**src/rtl/bj_game_ctrl_if.sv**
```systemverilog
// Button, card-handshake and display bundle of the blackjack round controller.
// slave = controller side, master = stimulus / button decoder / card generator side.
interface bj_game_ctrl_if;
  logic       start;
  logic       player1;
  logic       player2;
  logic       deal;
  logic       hit;
  logic       stand;
  // card_req rises from a register and stays high until the cycle card_valid is seen;
  // the card is taken on that edge and card_req falls the next cycle.
  logic       card_req;
  logic       card_valid;
  logic [3:0] card_value;
  logic [2:0] state_code;
  logic       player_sel;
  logic [4:0] player_score;
  logic [4:0] dealer_score;
  logic [2:0] player_cards;
  logic [2:0] dealer_cards;
  logic [1:0] result;

  modport slave (
    input  start, player1, player2, deal, hit, stand, card_valid, card_value,
    output card_req, state_code, player_sel, player_score, dealer_score,
           player_cards, dealer_cards, result
  );

  modport master (
    output start, player1, player2, deal, hit, stand, card_valid, card_value,
    input  card_req, state_code, player_sel, player_score, dealer_score,
           player_cards, dealer_cards, result
  );
endinterface

```
**src/rtl/bj_game_ctrl.sv**
```systemverilog
// Blackjack round controller: button edge detection, round FSM, card fetch handshake, scoring.
// Define DEALER_HITS_SOFT17_EN to make the dealer draw on soft 17.
module bj_game_ctrl #(
  parameter int unsigned DEALER_STAND = 17,
  parameter int unsigned MAX_CARDS    = 7
) (
  input  logic         clk,
  input  logic         rst,
  bj_game_ctrl_if.slave bus
);
  typedef enum logic [2:0] {
    S_MENU      = 3'd0,
    S_SELECT    = 3'd1,
    S_WAIT_DEAL = 3'd2,
    S_INIT_DEAL = 3'd3,
    S_PLAYER    = 3'd4,
    S_DEALER    = 3'd5,
    S_RESULT    = 3'd6
  } state_t;

  localparam logic [4:0] STAND_L = 5'(DEALER_STAND);
  localparam logic [2:0] MAX_L   = 3'(MAX_CARDS);

  state_t     state_q, state_d;
  logic [5:0] btn_q;
  logic       req_q, req_d;
  logic       dest_q, dest_d;
  logic [2:0] cnt_q, cnt_d;
  logic       sel_q, sel_d;
  logic [1:0] result_q, result_d;
  logic [4:0] p_hard_q, d_hard_q;
  logic       p_ace_q, d_ace_q;
  logic [2:0] p_cards_q, d_cards_q;
  logic       clear;

  function automatic logic [4:0] best_score(input logic [4:0] hard, input logic ace);
    return (ace && hard <= 5'd11) ? hard + 5'd10 : hard;
  endfunction

  logic [5:0] levels, ev;
  logic [4:0] p_best, d_best, card_v;
  logic       accept, d_draw;
  logic [1:0] decide;

  assign levels = {bus.start, bus.player1, bus.player2, bus.deal, bus.hit, bus.stand};
  // Presses that land while a card is outstanding are dropped rather than queued.
  assign ev     = levels & ~btn_q & {6{~req_q}};
  assign accept = req_q & bus.card_valid;
  assign card_v = (bus.card_value == 4'd0 || bus.card_value > 4'd10) ? 5'd10 : {1'b0, bus.card_value};
  assign p_best = best_score(p_hard_q, p_ace_q);
  assign d_best = best_score(d_hard_q, d_ace_q);

`ifdef DEALER_HITS_SOFT17_EN
  assign d_draw = (d_best < STAND_L) || (d_ace_q && d_hard_q == 5'd7);
`else
  assign d_draw = (d_best < STAND_L);
`endif

  always_comb begin
    if (p_best > 5'd21)       decide = 2'd2;
    else if (d_best > 5'd21)  decide = 2'd1;
    else if (p_best > d_best) decide = 2'd1;
    else if (p_best < d_best) decide = 2'd2;
    else                      decide = 2'd3;
  end

  always_comb begin
    state_d  = state_q;
    req_d    = req_q;
    dest_d   = dest_q;
    cnt_d    = cnt_q;
    sel_d    = sel_q;
    result_d = result_q;
    clear    = 1'b0;
    if (accept) req_d = 1'b0;
    case (state_q)
      S_MENU:   if (ev[5]) state_d = S_SELECT;
      S_SELECT: begin
        if (ev[4]) begin
          sel_d   = 1'b0;
          state_d = S_WAIT_DEAL;
        end else if (ev[3]) begin
          sel_d   = 1'b1;
          state_d = S_WAIT_DEAL;
        end
      end
      S_WAIT_DEAL: if (ev[2]) begin
        clear   = 1'b1;
        state_d = S_INIT_DEAL;
      end
      S_INIT_DEAL: begin
        // Four fetches alternating player/dealer, selected by the low count bit.
        if (!req_q) begin
          if (cnt_q == 3'd4) state_d = S_PLAYER;
          else begin
            req_d  = 1'b1;
            dest_d = cnt_q[0];
          end
        end else if (accept) begin
          cnt_d = cnt_q + 3'd1;
        end
      end
      S_PLAYER: if (!req_q) begin
        if (p_best == 5'd21) state_d = S_DEALER;
        else if (p_best > 5'd21) begin
          state_d  = S_RESULT;
          result_d = decide;
        end else if (ev[1] && p_cards_q < MAX_L) begin
          req_d  = 1'b1;
          dest_d = 1'b0;
        end else if (ev[0]) state_d = S_DEALER;
      end
      S_DEALER: if (!req_q) begin
        if (d_draw && d_cards_q < MAX_L) begin
          req_d  = 1'b1;
          dest_d = 1'b1;
        end else begin
          state_d  = S_RESULT;
          result_d = decide;
        end
      end
      S_RESULT: begin
        if (ev[5]) begin
          state_d  = S_MENU;
          result_d = 2'd0;
        end else if (ev[2]) begin
          clear   = 1'b1;
          state_d = S_INIT_DEAL;
        end
      end
      default: state_d = S_MENU;
    endcase
    if (clear) begin
      cnt_d    = 3'd0;
      result_d = 2'd0;
    end
  end

  always_ff @(posedge clk) begin
    if (rst) begin
      state_q  <= S_MENU;
      btn_q    <= 6'd0;
      req_q    <= 1'b0;
      dest_q   <= 1'b0;
      cnt_q    <= 3'd0;
      sel_q    <= 1'b0;
      result_q <= 2'd0;
    end else begin
      state_q  <= state_d;
      btn_q    <= levels;
      req_q    <= req_d;
      dest_q   <= dest_d;
      cnt_q    <= cnt_d;
      sel_q    <= sel_d;
      result_q <= result_d;
    end
  end

  always_ff @(posedge clk) begin
    if (rst || clear) begin
      p_hard_q  <= 5'd0;
      p_ace_q   <= 1'b0;
      p_cards_q <= 3'd0;
      d_hard_q  <= 5'd0;
      d_ace_q   <= 1'b0;
      d_cards_q <= 3'd0;
    end else if (accept) begin
      if (!dest_q) begin
        p_hard_q  <= p_hard_q + card_v;
        p_ace_q   <= p_ace_q | (card_v == 5'd1);
        p_cards_q <= (p_cards_q == MAX_L) ? p_cards_q : p_cards_q + 3'd1;
      end else begin
        d_hard_q  <= d_hard_q + card_v;
        d_ace_q   <= d_ace_q | (card_v == 5'd1);
        d_cards_q <= (d_cards_q == MAX_L) ? d_cards_q : d_cards_q + 3'd1;
      end
    end
  end

  assign bus.card_req     = req_q;
  assign bus.state_code   = state_q;
  assign bus.player_sel   = sel_q;
  assign bus.player_score = p_best;
  assign bus.dealer_score = d_best;
  assign bus.player_cards = p_cards_q;
  assign bus.dealer_cards = d_cards_q;
  assign bus.result       = result_q;
endmodule

```
**src/flat_wrapper.sv**
```systemverilog
// flat-port wrapper written by rule: the top's interface ports become plain ports
module bj_game_ctrl_flat 
#(
  parameter int unsigned DEALER_STAND = 17,
  parameter int unsigned MAX_CARDS    = 7
)
  (clk, rst, bus_start, bus_player1, bus_player2, bus_deal, bus_hit, bus_stand, bus_card_valid, bus_card_value, bus_card_req, bus_state_code, bus_player_sel, bus_player_score, bus_dealer_score, bus_player_cards, bus_dealer_cards, bus_result);
  bj_game_ctrl_if bus_i ();
  input  logic clk;
  input  logic rst;
  input wire logic [$bits(bus_i.start)-1:0] bus_start;
  input wire logic [$bits(bus_i.player1)-1:0] bus_player1;
  input wire logic [$bits(bus_i.player2)-1:0] bus_player2;
  input wire logic [$bits(bus_i.deal)-1:0] bus_deal;
  input wire logic [$bits(bus_i.hit)-1:0] bus_hit;
  input wire logic [$bits(bus_i.stand)-1:0] bus_stand;
  input wire logic [$bits(bus_i.card_valid)-1:0] bus_card_valid;
  input wire logic [$bits(bus_i.card_value)-1:0] bus_card_value;
  output wire logic [$bits(bus_i.card_req)-1:0] bus_card_req;
  output wire logic [$bits(bus_i.state_code)-1:0] bus_state_code;
  output wire logic [$bits(bus_i.player_sel)-1:0] bus_player_sel;
  output wire logic [$bits(bus_i.player_score)-1:0] bus_player_score;
  output wire logic [$bits(bus_i.dealer_score)-1:0] bus_dealer_score;
  output wire logic [$bits(bus_i.player_cards)-1:0] bus_player_cards;
  output wire logic [$bits(bus_i.dealer_cards)-1:0] bus_dealer_cards;
  output wire logic [$bits(bus_i.result)-1:0] bus_result;
  assign bus_i.start = bus_start;
  assign bus_i.player1 = bus_player1;
  assign bus_i.player2 = bus_player2;
  assign bus_i.deal = bus_deal;
  assign bus_i.hit = bus_hit;
  assign bus_i.stand = bus_stand;
  assign bus_i.card_valid = bus_card_valid;
  assign bus_i.card_value = bus_card_value;
  assign bus_card_req = bus_i.card_req;
  assign bus_state_code = bus_i.state_code;
  assign bus_player_sel = bus_i.player_sel;
  assign bus_player_score = bus_i.player_score;
  assign bus_dealer_score = bus_i.dealer_score;
  assign bus_player_cards = bus_i.player_cards;
  assign bus_dealer_cards = bus_i.dealer_cards;
  assign bus_result = bus_i.result;
  bj_game_ctrl #(.DEALER_STAND(DEALER_STAND), .MAX_CARDS(MAX_CARDS)) u_core (.clk(clk), .rst(rst), .bus(bus_i));
endmodule
```
**config.mk**
```make
export PLATFORM = sky130hd
export DESIGN_NAME = bj_game_ctrl_flat
export DESIGN_NICKNAME = d
export VERILOG_FILES = /design/src/rtl/bj_game_ctrl_if.sv /design/src/rtl/bj_game_ctrl.sv /design/src/flat_wrapper.sv
export SDC_FILE = /design/constraint.sdc
export NUM_CORES = 1
export LEC_CHECK = 0
export ABC_AREA = 1
export BUFFER_PORTS_ARGS = -buffer_cell sky130_fd_sc_hd__buf_2
export CORE_ASPECT_RATIO = 0.6
export CORE_MARGIN = 2
export CORE_UTILIZATION = 55
export CTS_CLUSTER_DIAMETER = 40
export CTS_CLUSTER_SIZE = 12
export DETAILED_ROUTE_END_ITERATION = 8
export PLACE_DENSITY = 0.77
export SKIP_CTS_REPAIR_TIMING = 1
export SLEW_MARGIN = 10
export SYNTH_ARGS = -nofsm -noshare
export SYNTH_HDL_FRONTEND = slang
export SYNTH_SLANG_ARGS = --single-unit
export TNS_END_PERCENT = 20
```
**constraint.sdc**
```tcl
create_clock -name clk -period 2.6 [get_ports clk]
set_clock_uncertainty 0.2 [all_clocks]
set_input_delay 0.26 -clock clk [delete_from_list [all_inputs] [get_ports clk]]
set_output_delay 0.26 -clock clk [all_outputs]
set_load 0.005 [all_outputs]
```
==> Word-level counts from Yosys, hierarchy flattened <==
Index checks and enable logic that the tools add are counted.
{ "classes": {"add_sub_neg": 7, "order_cmp": 10, "eq_ne": 27, "muxes": 53, "n_bitwise": 10, "reduce_logical": 21} }
{ "op_table": {"columns": ["operator", "count"], "rows": [
  ["two-way mux 3 bit", 14],
  ["two-way mux 1 bit", 22],
  ["one-hot mux 3 bit (7 select lines)", 1],
  ["== test 3 bit, second input constant", 6],
  ["two-way mux 2 bit", 9],
  ["AND reduction 9 bit", 2],
  ["inequality test 2 bit, second input constant", 7],
  ["bitwise AND 6 bit", 2],
  ["inequality test 2 x 1 -> 1 bit, second input constant", 6],
  ["adder 5 x 4 -> 5 bit, second input constant", 2],
  ["adder 5 bit", 2],
  ["> comparator 5 bit, second input constant", 2],
  ["<= comparator 5 x 4 -> 1 bit, second input constant", 2],
  ["two-way mux 5 bit", 2],
  ["adder 3 x 1 -> 3 bit, second input constant", 3],
  ["AND reduction 3 bit", 3],
  ["AND reduction 7 bit", 1],
  ["== test 3 x 2 -> 1 bit, second input constant", 2],
  ["< comparator 3 bit, second input constant", 2],
  ["inverter 6 bit", 1],
  ["one-hot mux 1 bit (3 select lines)", 2],
  ["one-hot mux 2 bit (3 select lines)", 1],
  ["AND reduction 2 bit", 3],
  ["nonzero test 3 bit", 2],
  ["21 further kinds", 29]
]} }
{ "totals": {"ff_bits": 35, "inputBits": 13, "output_inout_bits": 23, "word_cells": 141} }

==> Depth between registers and ports, before layout <==
{ "logic_depth": {"ltp_word": 12, "ltp_mapped": 18, "ltp_nobuf": 18} }

==> Least setup slack after synthesis <==
OpenSTA, ideal clock, no wires.
{ "synth_path": {"path_type": "reg-to-reg", "start": "register u_core.p_hard_q[2]", "end": "register u_core.result_q[0], in the netlist u_core.bus.result[0]", "t_arrival_ns": 1.939, "setup_slack_ns": 0.348, "path_stages_with_launch": 17, "synth_period_minus_slack_ns": 2.252, "cell_sequence": "dfxtp_1 > inv_1 > ha_1 > nand3_2 > nand2_2 > nand2_4 > nand2_4 > o21ai_4 > ha_1 > nand3_1 > nand2_1 > nor2_1 > nand3_2 > nand2_1 > nor2_1 > nor2_1 > nor2_1"} }
{ "synth_via": {"elab_chain_cells": 12, "word_cells_on_any_way": 21, "cone_classes": "add/sub: 1; order compare: 4; eq/ne: 3; mux: 11; reduce/logical: 2"} }
{ "synth_lines": {"columns": ["item", "line_no", "text"], "rows": [
  ["from (decl)", "bj_game_ctrl.sv:31", "logic [4:0] p_hard_q, d_hard_q;"],
  ["from (signal assigned)", "bj_game_ctrl.sv:169", "p_hard_q <= p_hard_q + card_v;"],
  ["<= comparator 5 x 4 -> 1 bit", "bj_game_ctrl.sv:37", "return (ace && hard <= 5'd11) ? hard + 5'd10 : hard;"],
  ["logical AND 1 bit", "bj_game_ctrl.sv:37", null],
  ["two-way mux 5 bit *", "bj_game_ctrl.sv:37", null],
  ["net bus_player_score[4]", "flat_wrapper.sv:22", "output wire logic [$bits(bus_i.player_score)-1:0] bus_player_score;"],
  ["< comparator 5 bit", "bj_game_ctrl.sv:63", "else if (p_best < d_best) decide = 2'd2;"],
  ["two-way mux 1 bit", "bj_game_ctrl.sv:63", null],
  ["two-way mux 2 bit", "bj_game_ctrl.sv:62", "else if (p_best > d_best) decide = 2'd1;"],
  ["two-way mux 2 bit", "bj_game_ctrl.sv:61", "else if (d_best > 5'd21) decide = 2'd1;"],
  ["two-way mux 2 bit", "bj_game_ctrl.sv:60", "if (p_best > 5'd21) decide = 2'd2;"],
  ["two-way mux 2 bit", "bj_game_ctrl.sv:105", "else if (p_best > 5'd21) begin"],
  ["two-way mux 2 bit", "bj_game_ctrl.sv:104", "if (p_best == 5'd21) state_d = S_DEALER;"],
  ["two-way mux 2 bit", "bj_game_ctrl.sv:103", "S_PLAYER: if (!req_q) begin"],
  ["one-hot mux 2 bit (3 select lines)", "bj_game_ctrl.sv:76", "case (state_q)"],
  ["to (signal assigned)", "bj_game_ctrl.sv:155", "result_q <= result_d;"],
  ["to (decl)", "bj_game_ctrl.sv:30", "logic [1:0] result_q, result_d;"]
]} }
Mark *: on every way through the listed nets, which the timed path passes. The rest lies on a longest branch. The select of a mux whose other input is x is not followed.
A chain may end at the register's enable or synchronous reset.

==> Final worst setup path <==
{ "layout_path": {"start": "register u_core.d_hard_q[2]", "end": "register u_core.result_q[0], in the netlist u_core.bus.result[0]"} }
{ "layout_via": {"elab_chain_cells": 12, "word_cells_on_any_way": 21, "cone_classes": "add/sub: 1; order compare: 5; eq/ne: 1; mux: 11; reduce/logical: 3"} }
{ "layout_lines": {"columns": ["item", "line_no", "text"], "rows": [
  ["from (decl)", "bj_game_ctrl.sv:31", null],
  ["from (signal assigned)", "bj_game_ctrl.sv:173", "d_hard_q <= d_hard_q + card_v;"],
  ["<= comparator 5 x 4 -> 1 bit", "bj_game_ctrl.sv:37", null],
  ["logical AND 1 bit", "bj_game_ctrl.sv:37", null],
  ["two-way mux 5 bit *", "bj_game_ctrl.sv:37", null],
  ["< comparator 5 bit", "bj_game_ctrl.sv:63", null],
  ["two-way mux 1 bit", "bj_game_ctrl.sv:63", null],
  ["two-way mux 2 bit", "bj_game_ctrl.sv:62", null],
  ["two-way mux 2 bit", "bj_game_ctrl.sv:61", null],
  ["two-way mux 2 bit", "bj_game_ctrl.sv:60", null],
  ["two-way mux 2 bit", "bj_game_ctrl.sv:105", null],
  ["two-way mux 2 bit", "bj_game_ctrl.sv:104", null],
  ["two-way mux 2 bit", "bj_game_ctrl.sv:103", null],
  ["one-hot mux 2 bit (3 select lines)", "bj_game_ctrl.sv:76", null]
]} }
Mark *: on every way between the ends. The rest lies on a longest branch, timed or not. The select of a mux whose other input is x is not followed.

==> metrics.md <==
| Metric | Value |
|---|---|
| Total wire length | `6120 um` |
| Largest family of logic cells by synthesized area | `simple AND/OR/NAND/NOR gates` |
| I/O pin count | `36` |
| Final hold viol count | `2` |
| Worst skew pair latency | `roughly 0.3 ns` |
| Slew headroom | `58.8%` |
| Max-slew violations | `0` |
| Most frequent cells in the layout | `nand2_1, inv_1, nor2_1` |
| Hold_ws | `-0.0188 ns` |
| Leak | `0.00155 uW` |
| CTS Buf Count | `5` |
| Post-synthesis simple-gate area fraction | `38.3%` |
| Hpwl dp | `4800 um` |
| Worst Max-Slew Pin Slew | `just over 0.6 ns` |
| XOR/XNOR share of the synthesized area | `1.34%` |
| Yosys cell types | `38` |
| Syn nets | `about 420` |
| Clock Sinks | `35` |
| Adder-Cell Fraction of Synth Area | `between 10 and 15%` |
| Tcrit/Tclk final | `about nine tenths` |
| # rows | `19` |
| CTS tree | `done` |
| Final Setup Violations | `0` |
| First-pass GRT wire length | `~10,000 um` |
| Avg Vias per Cell | `5.10` |
| Number of port buffers | `35` |
| Layout cells sized above 1 | `a little over a fifth` |
| Area growth from synthesis to layout | `15.6%` |
| Outcome | `finished with violations` |
| Root Driver | `clkbuf_8` |
| WP data required | `2.59 ns` |
| Layout Nets | `468` |
| Initial antenna violation count | `0` |
| Mapped Cells | `387` |
| Switching share of power | `39.1%` |
| Mapped Avg Cell Area | `about 6.8 um2` |
| Cell area after synthesis | `2620 um2` |
| ANT cells | `0` |
| DP Area | `2870 um2` |
| Minimum clock period | `~2.4 ns` |
| Worst EP arrival | `roughly 2.4 ns` |
| Warnings, synthesis | `0` |
| CTS max path bufs | `2` |
| Post-route ant nets | `0` |
| Hold WC Path Type | `input port to flop` |
| Clock-pin slew on the worst setup and hold paths | `0.08 ns` |
| Multiplexer share of the synthesized area | `0%` |
| Chip height | `57.4 um` |
| Final Core Density | `between 60% and 70%` |
| FF+latch count, synth | `35` |
| Switching pwr | `745 uW` |
| Top achievable clock speed | `between 0.4 and 0.5 GHz` |
| # DRC | `0` |
| Worst Setup Start Kind | `flop` |
| Initial Utilization | `~57%` |
| Largest net degree at the start of global routing | `19` |
| CTS H-tree lvls | `2` |
| Core area | `around 4600 um2` |
| Logic pwr share | `a little under two fifths` |
| Worst vdd ir | `0.000381 V` |
| Clk network pwr share | `around 27%` |
| Most common cell after layout, fill and taps aside | `nand2_1` |
| WL/cell | `12.3 um` |
| Final instance area | `3030 um2` |
| Critical path class | `flop to flop` |
| RePlAce Congestion | `slightly above 0.9` |
| Grt ovf | `0` |
| Power Density | `630 nW/um2` |
| RSZ-0062 raised after global routing | `false` |
| CP Max Fanout | `6` |
| Die X | `93.1 um` |
| Total Routing Usage GR | `24.4%` |
| MaxCap Viol Count | `0` |
| Full die area | `~5300 um2` |
| Setup TNS | `0 ns` |
| Failing checks | `negative hold slack` |
| Pre-Repair DR Iteration Count | `4` |
| Drt initial violations | `170` |
| Internal | `1160 uW` |
| Total number of vias | `2,530` |
| Element type at the critical path end | `flop` |
| Vias in the first global route | `2,133` |
| Complex-gate fraction of the synthesized area | `12.6%` |
| Register area share after synthesis | `26.8%` |
| Sequential power share | `35.3%` |
synthesized netlist by cell type (all sizes together):
cell type	instances	area, um2
ha	21	263
nor3	4	25.0
inv	56	213
nand4	6	50.0
nand3	29	170
nand3b	5	37.5
xor2	3	26.3
nor2	53	234
a31oi	3	18.8
nor4	1	6.26
o21ai	13	80.1
o211ai	1	7.51
o22ai	1	6.26
nand2	104	443
clkbuf	1	3.75
a21o	2	15.0
a21oi	32	171
or2	6	37.5
xnor2	1	8.76
buf	4	30.0
dfxtp	35	701
o31ai	2	15.0
fa	2	40.0
a21boi	2	15.0
per-stage QoR:
step	hold WS, ns	total power, uW	setup WS (ns)	instances
2_1_floorplan	0.167	1210	0.348	387
3_3_place_gp	0.247	1370	0.302	484
3_5_place_dp	0.257	1380	0.245	484
4_1_cts	-0.0251	1900	0.185	492
5_1_grt	0.00524	2060	0.00784	496
6_report	-0.0188	1910	0.219	496
sequential cells by signal (all words and copies together), names as in the netlist:
| register | cells |
|---|---|
| u_core.bus.state_code | 3 |
| u_core.bus.player_cards | 3 |
| u_core.bus.dealer_cards | 3 |
| u_core.btn_q | 6 |
| u_core.d_hard_q | 5 |
| u_core.dest_q | 1 |
| u_core.p_hard_q | 5 |
| u_core.cnt_q | 3 |
| u_core.p_ace_q | 1 |
| u_core.d_ace_q | 1 |
| u_core.bus.result | 2 |
| u_core.bus.player_sel | 1 |
| u_core.bus.card_req | 1 |
metal layers:
layer  track usage (%)  vias to the layer above  routed length, um
met2              33.1                       63               2330
li1                  -                     1338                  -
met4              2.52                        0                 29
met3              6.08                        5                434
met1              39.7                     1124               3330
met5                 0                        -                  0
cell families after synthesis:
logic type / after synthesis
AOI/OAI and AO/OA: 56
buffers and inverters: 61
xor gates and xnor gates: 4
and+or+nand+nor: 208
adders and majority gates: 23
DFF: 35
worst max-delay path, cell delays in order (launching register included):
cell	delay, ns
dfxtp_1	0.43
inv_1	0.08
ha_1	0.18
nand3_1	0.07
nand2_1	0.08
nand2_2	0.10
nand2_1	0.08
nand2_1	0.07
nand2_2	0.07
ha_1	0.32
nand3_1	0.09
nand2_1	0.05
nor2_1	0.14
nand3_2	0.09
nand2_1	0.06
nor2_1	0.04
nor2_1	0.08
nor2_1	0.04
cell type report:
| type | instances | area, um2 |
|---|---|---|
| Tap cell | 63 | 78.8 |
| Inverter | 56 | 213 |
| Multi-Input combinational cell | 291 | 1670 |
| Clock buffer | 5 | 68.8 |
| Sequential cell | 35 | 703 |
| Fill cell | 423 | 1540 |
| Timing Repair Buffer | 43 | 245 |
| Clock inverter | 3 | 47.5 |
power groups by stage:
stage | sequential, uW | combinational (uW) | clock (uW)
6_report | 673 | 718 | 515
3_3_place_gp | 681 | 686 | 0
3_5_place_dp | 683 | 697 | 0
4_1_cts | 671 | 702 | 525
5_1_grt | 684 | 824 | 553
2_1_floorplan | 667 | 542 | 0
path summary, 6_finish.rpt:
check | from | to | slack [ns] | depth (start not counted)
setup / recovery | u_core.d_hard_q[2] | u_core.bus.result[0] | 0.22 | 17
hold / removal | bus_hit | u_core.btn_q[1] | -0.02 | 3
setup reg to reg | u_core.d_hard_q[2] | u_core.bus.result[0] | 0.22 | 17
hold reg to reg | u_core.bus.player_sel | u_core.bus.player_sel | 0.28 | 2
Note: power is estimated with default switching activity, not from simulation.
